`src/rtl/i2c_master_byte.sv`:
```
// ---------------------------------------------------------------------------
// i2c_master_byte
//
// Single-byte I2C initiator. A one-cycle start pulse launches one transaction:
// START, 7-bit address + R/W, one data byte (written or read), STOP. SCL and
// SDA are open drain: *_oe = 1 pulls the pad low, 0 releases it. The slave may
// stretch SCL low during any bit's high phase.
//
// Parameters
//   CLK_DIV  system clocks per quarter SCL bit period (2..65535)
//
// Ports
//   clk, rst_n  system clock (rising edge), asynchronous active-low reset
//   start       one-cycle launch pulse, ignored while busy
//   rw          0 = write, 1 = read (sampled with start)
//   addr        7-bit slave address (sampled with start)
//   wdata       byte to write (sampled with start)
//   busy        transaction in progress
//   done        one-cycle completion pulse
//   ack_err     slave NACKed address or write data; held until next start
//   rdata       last byte read; held until the next read completes
//   scl_oe      1 = pull SCL low
//   sda_oe      1 = pull SDA low
//   scl_in      SCL pad level (clock-stretch detection)
//   sda_in      SDA pad level
// ---------------------------------------------------------------------------
module i2c_master_byte #(
  parameter int CLK_DIV = 125
) (
  input  logic       clk,
  input  logic       rst_n,
  input  logic       start,
  input  logic       rw,
  input  logic [6:0] addr,
  input  logic [7:0] wdata,
  output logic       busy,
  output logic       done,
  output logic       ack_err,
  output logic [7:0] rdata,
  output logic       scl_oe,
  output logic       sda_oe,
  input  logic       scl_in,
  input  logic       sda_in
);

  localparam logic [15:0] DIV_MAX = 16'(CLK_DIV - 1);

  typedef enum logic [2:0] {
    ST_IDLE     = 3'd0,
    ST_START    = 3'd1,
    ST_ADDR     = 3'd2,
    ST_ADDR_ACK = 3'd3,
    ST_DATA     = 3'd4,
    ST_DATA_ACK = 3'd5,
    ST_STOP     = 3'd6
  } state_t;

  // Pad drive for a given state and quarter, returned as {scl_oe, sda_oe}.
  // sda_prev keeps SDA untouched in q0 of a bit so SDA only moves once SCL
  // has been low for a full quarter.
  function automatic logic [1:0] line_drive(input state_t     st,
                                            input logic [1:0] q,
                                            input logic       sda_prev,
                                            input logic       bit_low);
    logic [1:0] r;
    r = 2'b00;
    case (st)
      ST_START: begin
        case (q)
          2'd0:    r = 2'b00;
          2'd1:    r = 2'b01;
          2'd2:    r = 2'b01;
          2'd3:    r = 2'b11;
          default: r = 2'b00;
        endcase
      end
      ST_ADDR, ST_ADDR_ACK, ST_DATA, ST_DATA_ACK: begin
        case (q)
          2'd0:    r = {1'b1, sda_prev};
          2'd1:    r = {1'b1, bit_low};
          2'd2:    r = {1'b0, bit_low};
          2'd3:    r = {1'b0, bit_low};
          default: r = 2'b00;
        endcase
      end
      ST_STOP: begin
        case (q)
          2'd0:    r = 2'b11;
          2'd1:    r = 2'b01;
          2'd2:    r = 2'b01;
          2'd3:    r = 2'b00;
          default: r = 2'b00;
        endcase
      end
      default: r = 2'b00;
    endcase
    return r;
  endfunction

  state_t      state_q,     state_d;
  logic [1:0]  q_q,         q_d;
  logic [15:0] div_q,       div_d;
  logic [2:0]  bit_cnt_q,   bit_cnt_d;
  logic [7:0]  addr_byte_q, addr_byte_d;   // {addr, rw}
  logic [7:0]  wdata_q,     wdata_d;
  logic [7:0]  shift_q,     shift_d;
  logic        samp_q,      samp_d;
  logic        busy_q,      busy_d;
  logic        done_q,      done_d;
  logic        ack_err_q,   ack_err_d;
  logic [7:0]  rdata_q,     rdata_d;
  logic        scl_oe_q,    scl_oe_d;
  logic        sda_oe_q,    sda_oe_d;

  logic tick_s;
  logic bit_phase_s;
  logic stretch_s;
  logic bit_low_s;

  assign tick_s      = (div_q == DIV_MAX);
  assign bit_phase_s = (state_q == ST_ADDR) || (state_q == ST_ADDR_ACK) ||
                       (state_q == ST_DATA) || (state_q == ST_DATA_ACK);
  // The slave still holds SCL low at the end of a high quarter: freeze.
  assign stretch_s   = bit_phase_s && (q_q == 2'd2) && !scl_in;

  // Next-state: quarter sequencing, bit counting, SDA sampling, status.
  always_comb begin
    state_d     = state_q;
    q_d         = q_q;
    div_d       = div_q;
    bit_cnt_d   = bit_cnt_q;
    addr_byte_d = addr_byte_q;
    wdata_d     = wdata_q;
    shift_d     = shift_q;
    samp_d      = samp_q;
    busy_d      = busy_q;
    done_d      = 1'b0;
    ack_err_d   = ack_err_q;
    rdata_d     = rdata_q;

    if (state_q == ST_IDLE) begin
      div_d = 16'd0;
      q_d   = 2'd0;
      if (busy_q) begin
        // done cycle: busy is still visible, so a coincident start is ignored
        busy_d = 1'b0;
      end else if (start) begin
        addr_byte_d = {addr, rw};
        wdata_d     = wdata;
        ack_err_d   = 1'b0;
        busy_d      = 1'b1;
        bit_cnt_d   = 3'd7;
        state_d     = ST_START;
      end else begin
        busy_d = 1'b0;
      end
    end else if (tick_s) begin
      if (stretch_s) begin
        div_d = div_q;
      end else begin
        div_d = 16'd0;
        q_d   = q_q + 2'd1;
        case (q_q)
          2'd2: begin
            if (bit_phase_s) begin
              samp_d = sda_in;
            end else begin
              samp_d = samp_q;
            end
            if ((state_q == ST_DATA) && addr_byte_q[0]) begin
              shift_d = {shift_q[6:0], sda_in};
            end else begin
              shift_d = shift_q;
            end
          end
          2'd3: begin
            case (state_q)
              ST_START: begin
                bit_cnt_d = 3'd7;
                state_d   = ST_ADDR;
              end
              ST_ADDR: begin
                if (bit_cnt_q == 3'd0) begin
                  state_d = ST_ADDR_ACK;
                end else begin
                  bit_cnt_d = bit_cnt_q - 3'd1;
                end
              end
              ST_ADDR_ACK: begin
                if (samp_q) begin
                  ack_err_d = 1'b1;
                  state_d   = ST_STOP;
                end else begin
                  bit_cnt_d = 3'd7;
                  state_d   = ST_DATA;
                end
              end
              ST_DATA: begin
                if (bit_cnt_q == 3'd0) begin
                  state_d = ST_DATA_ACK;
                end else begin
                  bit_cnt_d = bit_cnt_q - 3'd1;
                end
              end
              ST_DATA_ACK: begin
                if (addr_byte_q[0]) begin
                  rdata_d = shift_q;
                end else begin
                  ack_err_d = ack_err_q | samp_q;
                end
                state_d = ST_STOP;
              end
              ST_STOP: begin
                done_d  = 1'b1;
                state_d = ST_IDLE;
              end
              default: state_d = ST_IDLE;
            endcase
          end
          default: begin
            samp_d = samp_q;
          end
        endcase
      end
    end else begin
      div_d = div_q + 16'd1;
    end
  end

  // Pad drive derived from the next phase so the registered pins line up
  // exactly with the quarter boundaries.
  always_comb begin
    bit_low_s = 1'b0;
    case (state_d)
      ST_ADDR: bit_low_s = ~addr_byte_d[bit_cnt_d];
      ST_DATA: begin
        if (addr_byte_d[0]) begin
          bit_low_s = 1'b0;
        end else begin
          bit_low_s = ~wdata_d[bit_cnt_d];
        end
      end
      default: bit_low_s = 1'b0;
    endcase
    {scl_oe_d, sda_oe_d} = line_drive(state_d, q_d, sda_oe_q, bit_low_s);
  end

  // State and output registers; reset releases both lines immediately.
  always_ff @(posedge clk or negedge rst_n) begin
    if (!rst_n) begin
      state_q     <= ST_IDLE;
      q_q         <= 2'd0;
      div_q       <= 16'd0;
      bit_cnt_q   <= 3'd0;
      addr_byte_q <= 8'h00;
      wdata_q     <= 8'h00;
      shift_q     <= 8'h00;
      samp_q      <= 1'b0;
      busy_q      <= 1'b0;
      done_q      <= 1'b0;
      ack_err_q   <= 1'b0;
      rdata_q     <= 8'h00;
      scl_oe_q    <= 1'b0;
      sda_oe_q    <= 1'b0;
    end else begin
      state_q     <= state_d;
      q_q         <= q_d;
      div_q       <= div_d;
      bit_cnt_q   <= bit_cnt_d;
      addr_byte_q <= addr_byte_d;
      wdata_q     <= wdata_d;
      shift_q     <= shift_d;
      samp_q      <= samp_d;
      busy_q      <= busy_d;
      done_q      <= done_d;
      ack_err_q   <= ack_err_d;
      rdata_q     <= rdata_d;
      scl_oe_q    <= scl_oe_d;
      sda_oe_q    <= sda_oe_d;
    end
  end

  assign busy    = busy_q;
  assign done    = done_q;
  assign ack_err = ack_err_q;
  assign rdata   = rdata_q;
  assign scl_oe  = scl_oe_q;
  assign sda_oe  = sda_oe_q;

endmodule
```
`config.mk`:
```
export PLATFORM = sky130hd
export DESIGN_NAME = i2c_master_byte
export DESIGN_NICKNAME = d
export VERILOG_FILES = /design/src/rtl/i2c_master_byte.sv
export SDC_FILE = /design/constraint.sdc
export NUM_CORES = 1
export LEC_CHECK = 0
export CORE_MARGIN = 2
export CORE_UTILIZATION = 40
export DETAILED_ROUTE_END_ITERATION = 10
export PLACE_DENSITY = 0.62
export SLEW_MARGIN = 20
export SYNTH_ARGS = -nofsm -noshare
export SYNTH_HDL_FRONTEND = slang
export SYNTH_SLANG_ARGS = --single-unit
```
`constraint.sdc`:
```
create_clock -name clk -period 8 [get_ports clk]
set_input_delay 0.8 -clock clk [delete_from_list [all_inputs] [get_ports clk]]
set_output_delay 0.8 -clock clk [all_outputs]
set_load 0.1 [all_outputs]
```
# Word level (Yosys, flattened, before mapping)
# Index checks and enable logic that the tools add are counted.
[op_classes]
add_sub_neg = 3
order_cmp = 1
eq_ne = 25
muxes = 57
bitwise = 5
reduce_logical = 21
[ops]
columns = ["op", "n"]
rows = [
  ["16-bit two-way mux", 3],
  ["3-bit two-way mux", 16],
  ["8-bit two-way mux", 6],
  ["2-bit one-hot mux with 3 select lines", 4],
  ["3-bit == test (second input constant)", 6],
  ["1-bit two-way mux", 18],
  ["16-bit by 1-bit adder with 16-bit output (second input constant)", 1],
  ["16-bit by 7-bit == test with 1-bit output (second input constant)", 1],
  ["3-bit one-hot mux with 5 select lines", 1],
  ["3-bit by 2-bit == test with 1-bit output (second input constant)", 4],
  ["5-bit AND reduction", 2],
  ["3-bit by 2-bit != test with 1-bit output (second input constant)", 3],
  ["3-bit one-hot mux with 3 select lines", 1],
  ["2-bit == test (second input constant)", 4],
  ["2-bit two-way mux", 4],
  ["8-bit AND reduction", 1],
  ["1-bit binary-select mux with 3-bit select", 2],
  ["3-bit by 1-bit == test with 1-bit output (second input constant)", 2],
  ["3-bit zero test", 2],
  ["2-bit != test (second input constant)", 3],
  ["6-bit AND reduction", 1],
  ["2-bit OR reduction", 3],
  ["3-bit by 4-bit < comparator with 1-bit output (second input constant)", 1],
  ["1-bit inverter", 4],
  ["other kinds (13)", 19],
]
[totals]
ff_bits = 62

# Depth between registers and ports, before layout
[logic_depth]
depth_word = 16
mapped_depth = 12

# Worst setup path after synthesis
# Ideal clock, no wire load.
[synth_timing]
kind = "reg2reg"
from = "register busy_q (netlist: busy)"
to = "register sda_oe_q (netlist: sda_oe)"
setup_ns = 0.135
arrival_ns = 2.582
required_time_ns = 7.865
setup_slack_ns = 5.284
stages_incl_launch_ff = 10
synth_period_minus_slack_ns = 2.716
path_cell_list = "dfrtp_1 > nand2b_1 > or2_0 > buf_2 > o31a_2 > a221o_2 > mux2i_1 > mux2_2 > o211ai_1 > o211ai_1"
[synth_via]
elab_chain_len = 9
word_cells_on_any_way = 26
cone_classes = "eq/ne (7); mux (16); bitwise (2); reduce/logical (1)"
[synth_rtl]
columns = ["item", "line_no", "source"]
rows = [
  ["start, declared", "108", "logic busy_q, busy_d;"],
  ["start signal, assigned", "274", "busy_q <= busy_d;"],
  ["8-bit two-way mux / 3-bit two-way mux (equally long branches)", "144", "if (busy_q) begin"],
  ["8-bit two-way mux / 3-bit two-way mux (equally long branches)", "141", "if (state_q == ST_IDLE) begin"],
  ["1-bit binary-select mux with 3-bit select", "240", "bit_low_s = ~wdata_d[bit_cnt_d];"],
  ["1-bit two-way mux (implied by the code)", "240", ""],
  ["1-bit inverter", "240", ""],
  ["1-bit two-way mux", "237", "if (addr_byte_d[0]) begin"],
  ["1-bit one-hot mux with 2 select lines", "234", "case (state_d)"],
  ["2-bit one-hot mux with 3 select lines", "78", "case (q)"],
  ["2-bit one-hot mux with 3 select lines", "67", "case (st)"],
  ["end signal, assigned", "279", "sda_oe_q <= sda_oe_d;"],
  ["end, declared", "113", "logic sda_oe_q, sda_oe_d;"],
]
# Several ways; a longest one is shown, not always the timed one. The select of a mux whose other input is x is not followed.
# A chain may end at the register's enable or synchronous reset.

# Final worst setup path
[layout_timing]
from = "register state_q[0]"
to = "register sda_oe_q (netlist: sda_oe)"
[layout_via]
elab_chain_len = 16
word_cells_on_any_way = 56
cone_classes = "eq/ne (15); mux (29); bitwise (2); reduce/logical (10)"
[layout_rtl]
columns = ["item", "line_no", "source"]
rows = [
  ["start, declared", "100", "state_t state_q, state_d;"],
  ["start signal, assigned", "266", "state_q <= state_d;"],
  ["parallel branches: the longest is 16 deep, another holds 3-bit by 2-bit == test with 1-bit output", "n/a", ""],
]
# Several ways; the timed one is not identified. The select of a mux whose other input is x is not followed.

==> flow_summary.json <==
{
  "outcome": "completed",
  "port_buffers": 33,
  "yosys-top-cells-area": "dfrtp_1 (48%), nand2_1 (7.4%), mux2_2 (6.6%)",
  "r2r_cells": 8,
  "antenna_found_initial": 0,
  "vias": 2418,
  "slew_viol_final": 0,
  "drt_wl_total_um": 6580,
  "synth_warnings": 0,
  "numCtsBuffers": 9,
  "ctsHtreeMaxLevel": 3,
  "end_kind": "flip-flop",
  "period_share_pct": 41.5,
  "ys_seq_elements": 62,
  "area_growth_syn_to_layout_pct": 19.8,
  "layout_setup_ws_ns": 4.68,
  "place_inst": 446,
  "fmax_mhz": 301,
  "pin_count": 34,
  "drt_iter0_drc": 144,
  "worstMarginPinSlew_ns": 1.00,
  "r2r_start": "state_q[0]",
  "power_uw": 927,
  "drc": 0,
  "reg2reg_to": "sda_oe",
  "ys_async_sr_fraction_pct": 100,
  "slew_headroom_pct": 33.2,
  "worstHoldPathCells": 2,
  "ys_seq_area_share_pct": 47.8,
  "crit_required_ns": 8.21,
  "synth_top_flop_cell": "dfrtp_1",
  "synth_edf_count": 0,
  "critPathMaxFanout": 20,
  "die_w_um": 94.1,
  "dp_slack_ns": 4.51,
  "rsz0062_at_grt": "no",
  "min_to": "wdata_q[1]",
  "synth_nets": 348,
  "holdBufCountCts": 0,
  "leakage_nw": 1.79,
  "min_from": "wdata_q[1]",
  "hold_viol": 0,
  "finalNetCount": 382,
  "period_needed_ns": 3.32,
  "cts_buffer_depth": 2,
  "clk_latency_ns": 0.34,
  "wl_per_cell_um": 14.2,
  "power.density_mw_per_mm2": 238,
  "antennaDiodeCount": 0,
  "grtUsageTotal_pct": 16.1,
  "cts_root_buf": "clkbuf_8",
  "synth.top_cell.area_share_pct": 47.8,
  "ant_nets": 0,
  "grt_max_degree": 63,
  "clk_pin_slew_ns": 0.07,
  "gp_congestion": 0.823,
  "cp-start-kind": "flip-flop",
  "syn_area_sq_mm": 0.00325,
  "syn_inst": 321,
  "grt_pass1_vias": 2388,
  "ir_worst_vdd_mv": 0.113,
  "rows": 32,
  "drt_pre_antenna_iters": 6,
  "post_cts_resized": 0,
  "die_area_sq_mm": 0.00885,
  "crit_type": "flip-flop to flip-flop",
  "fin_worst_skew_ns": 0.0102,
  "avgSynthCellArea_sq_um": 10.1,
  "place.detailed.hpwl_um": 4610,
  "start_util_pct": 41.6,
  "crit_arrival_ns": 3.53,
  "hp-class": "flip-flop to flip-flop",
  "gr-total-overflow": 0,
  "cts_setup_buffers": 0,
  "fin_util_pct": 49.8,
  "drv_cap": 0,
  "fillCellCount": 713,
  "rrSetupSlack_ns": 4.68,
  "layout-drive-gt1-share_pct": 14.4,
  "setup_violations": 0,
  "die_h_um": 94.1,
  "fin_setup_tns_ns": 0,
  "synth_top_area_cell": "dfrtp_1",
  "yosysUniqueCellTypes": 53,
  "via_per_inst": 5.23,
  "coreArea_sq_mm": 0.00781,
  "cts_tree": "built",
  "clkSinkCount": 62,
  "layout.cells.non_filler": 462,
  "grt_first_pass_wirelength_um": 11200
}
-- per-stage QoR --
step	area (sq um)	hold WS (ns)
6_report	3890	0.478
5_1_grt	3890	0.497
4_1_cts	3890	0.483
3_5_place_dp	3650	0.466
3_3_place_gp	3650	0.462
2_1_floorplan	3250	0.440
-- cell families after synthesis --
kind of cell | count (synthesis) | share of synthesized area (%)
muxes | 28 | 9.91
buffers and inverters | 21 | 2.74
DFF | 62 | 47.8
adders and majority gates | 6 | 2.31
AOI/OAI and AO/OA | 42 | 9.29
and+or+nand+nor | 146 | 23.6
xor gates and xnor gates | 16 | 4.32
-- layout make-up --
type,instances,area (sq um),share of cell area (%)
inverter,10,37.5,0.966
timing repair buffer,34,333,8.56
tap,102,128,3.28
clock buffer,11,151,3.89
clock inverter,5,81.3,2.09
sequential,62,1550,39.9
multi-input combinational,238,1610,41.3
-- power breakdown --
| group | total, mW | switching (mW) | internal, mW |
|---|---|---|---|
| Clock | 0.314 | 0.121 | 0.192 |
| Sequential | 0.406 | 0.0345 | 0.372 |
| Combinational | 0.207 | 0.124 | 0.0831 |
-- flip-flops by register name (all words and copies together) (netlist names) --
signal and cells:
busy 1, div_q 16, samp_q 1, rdata 8
q_q 2, ack_err 1, sda_oe 1, state_q 3
bit_cnt_q 3, addr_byte_q 8, done 1, scl_oe 1
wdata_q 8, shift_q 8
-- critical path: stages (launching register included) --
cell and delay (ns):
dfrtp_1 0.59, or3_1 0.57, or2_0 0.62, o31a_2 0.29, a221o_2 0.47, mux2i_1 0.14, mux2_2 0.27, o211ai_1 0.15
o211ai_1 0.10
-- cell usage after synthesis (7+ instances only) --
library cell	number
clkbuf_1	8
dfrtp_1	62
inv_1	10
mux2_2	19
mux2i_1	7
nand2_1	64
nand3_1	13
nor2_1	17
nor2b_1	7
nor3_1	9
o211ai_1	7
o21ai_0	13
xnor2_1	8
xor2_1	8
-- cell usage in the layout, fill, tap and decap left out, drive strengths merged, types with 10 or more instances in the layout --
cell,synthesis,final
clkdlybuf4s50,0,32
nor2,18,18
dfrtp,62,62
nand2,64,64
nor3,10,10
o21ai,14,14
nand3,13,13
inv,10,10
clkbuf,8,11
mux2,20,20
-- how the worst max path moves through the flow --
stage	cells after the start	from	slack [ns]	endpoint
2_1_floorplan	9	busy	5.28	sda_oe
3_3_place_gp	9	start	4.57	sda_oe
3_5_place_dp	9	start	4.51	sda_oe
4_1_cts	8	state_q[1]	4.68	sda_oe
5_1_grt	8	state_q[1]	4.37	sda_oe
6_report	8	state_q[0]	4.68	sda_oe
-- routing by layer --
metal / vias to the layer above / global-route usage (%) / share of wire [%]
li1: 1188 / - / -
met1: 1170 / 22.8 / 50
met2: 49 / 23.8 / 45
met3: 11 / 3.93 / 3.5
met4: 0 / 6.16 / 1.8
met5: - / 0 / 0
Note: power is estimated with default switching activity, not from simulation.
==> RTL change, RTL diff (config.mk and constraints unchanged) <==
Reset style: synchronous (`rst_n`), changed in one clocked block. Comments in the files are not updated.
--- a/src/rtl/i2c_master_byte.sv
+++ b/src/rtl/i2c_master_byte.sv
@@ -248,3 +248,3 @@
   // State and output registers; reset releases both lines immediately.
-  always_ff @(posedge clk or negedge rst_n) begin
+  always_ff @(posedge clk) begin
     if (!rst_n) begin
Function: differs if rst_n is asserted again (counterexample within 4 cycles, from zero or initial values and one cycle with rst_n low); with rst_n held inactive, the same outputs for 10 cycles.
==> RTL change against the unedited design <==
- clock skew decreased by 0.0011 ns
- via count increased by 13%
- first-iteration DRC count decreased by 9.7%
- area after synthesis decreased by 0.58%
- worst setup slack got worse by 0.20 ns
- cell count increased by 12%
- cell area decreased by 0.64%
- global-route usage increased by 0.83 points
- sequential cell count unchanged
- wire length increased by 6.4%
- highest routed layer unchanged
Power is not compared: it rests on default switching activity, and its combinational part moved more than twofold at a synthesized area within 25%.
==> RTL change: results (changes against the unedited design) <==
metric;value;unit;change
grt.met1_usage;21.2;%;-1.6 points
synth_nets;411;;+18%
post_cts_resized;0;;unchanged
fin_nets;438;;+15%
drt_iter0_markers;130;;-9.7%
worst_hold_slack;0.464;ns;-0.0141 ns
hold_end;addr_byte_q[3];;
power_density;189;mW/mm^2;
place_congestion;0.884;;+7.5%
dpl_worst_slack;4.42;ns;-0.0925 ns
hp-start;addr_byte_q[3];;
synth.yosys.seq_area_share;38.5;%;-9.3 points
finalWirelength;7.00;mm;+6.4%
skew;0.00906;ns;-0.00114 ns
met2WireLength;3.29;mm;+11%
antenna_found_initial;0;;unchanged
ys_async_sr_fraction;0;%;-100 points
cts_setup_buffers;0;;unchanged
grtUsageMet3;4.41;%;+0.48 points
r2r_slack;4.48;ns;-0.20 ns
max_slew_margin;34.9;%;+1.7 points
synth_area_leaders;dfxtp_1 (38%), nand2_1 (6.7%), mux2i_1 (6.5%), a21boi_0 (4.0%), nor2b_1 (3.7%);;
clockBufferDepth;2;;unchanged
cp_slowest_cell;nand3b_1;;
yosysUniqueCellTypes;55;;+3.8%
yosys_warnings;0;;unchanged
wire_per_inst;13.5;um;-5.1%
dpl_cell_area;0.00362;sq mm;-0.82%
cp_max_fo;21;;+5.0%
port_buffers;33;;unchanged
grt_max_degree;49;;-22%
dr.pass1.iters;5;;-1
wl_met3;268;um;+17%
cp.arrival;3.79;ns;+0.26 ns
avgSynthCellArea;8.40;sq um;-17%
met2_usage;28.1;%;+4.3 points
fillCellCount;784;;+10%
slowest_delay;0.71;ns;+0.09 ns
critPathCapture;sda_oe;;
hpwlAfterDp;4.87;mm;+5.5%
drive_gt1_share;6.25;%;-8.2 points
routedLengthMet1;3.34;mm;+2.2%
largest_register_ffs;16;;unchanged
antenna_cells;0;;unchanged
grt_use_total;16.9;%;+0.83 points
route.detailed.vias_per_inst;5.26;;+0.51%
worstSetupPathType;flip-flop to flip-flop;;
cts-root-buf;clkbuf_8;;
grt_pass1_vias;2575;;+7.8%
status;completed;;
grt_pass1_wl;11.8;mm;+5.7%
reg2regPathDepth;8;;unchanged
r2r_start;state_q[0];;
ant_nets;0;;unchanged
fmax;284;MHz;-5.7%
busiest_layer;met2;;
dp.cells;502;;+13%
yosys-top-cells-count;dfxtp_1 (62), nand2_1 (58), nor2_1 (28), mux2i_1 (21), nor2b_1 (19);;
==> RTL change: kinds of logic (layout without fill, tap and decap cells) <==
logic type	after synthesis	count (layout)	share of synthesized area [%]
buffers and inverters	30	62	3.61
adder cells (fa/ha/maj)	6	6	2.33
XOR/XNOR	11	11	2.99
multiplexers	23	23	7.21
AO/OA/AOI/OAI	77	77	16.8
flip-flops	62	62	38.5
AND/OR/NAND/NOR	175	175	28.6
==> RTL change: layout make-up <==
type	instances	area share [%]
Tap cell	102	3.30
Inverter	11	1.07
Clock inverter	6	2.85
Sequential cell	62	32.1
Clock buffer	10	3.30
Multi-Input combinational cell	292	48.4
Timing Repair Buffer	35	8.94
==> RTL change: power breakdown <==
part,switching (mW),internal (mW),total [mW]
registers,0.00873,0.317,0.326
clock network,0.122,0.206,0.329
logic,0.0412,0.0348,0.0760
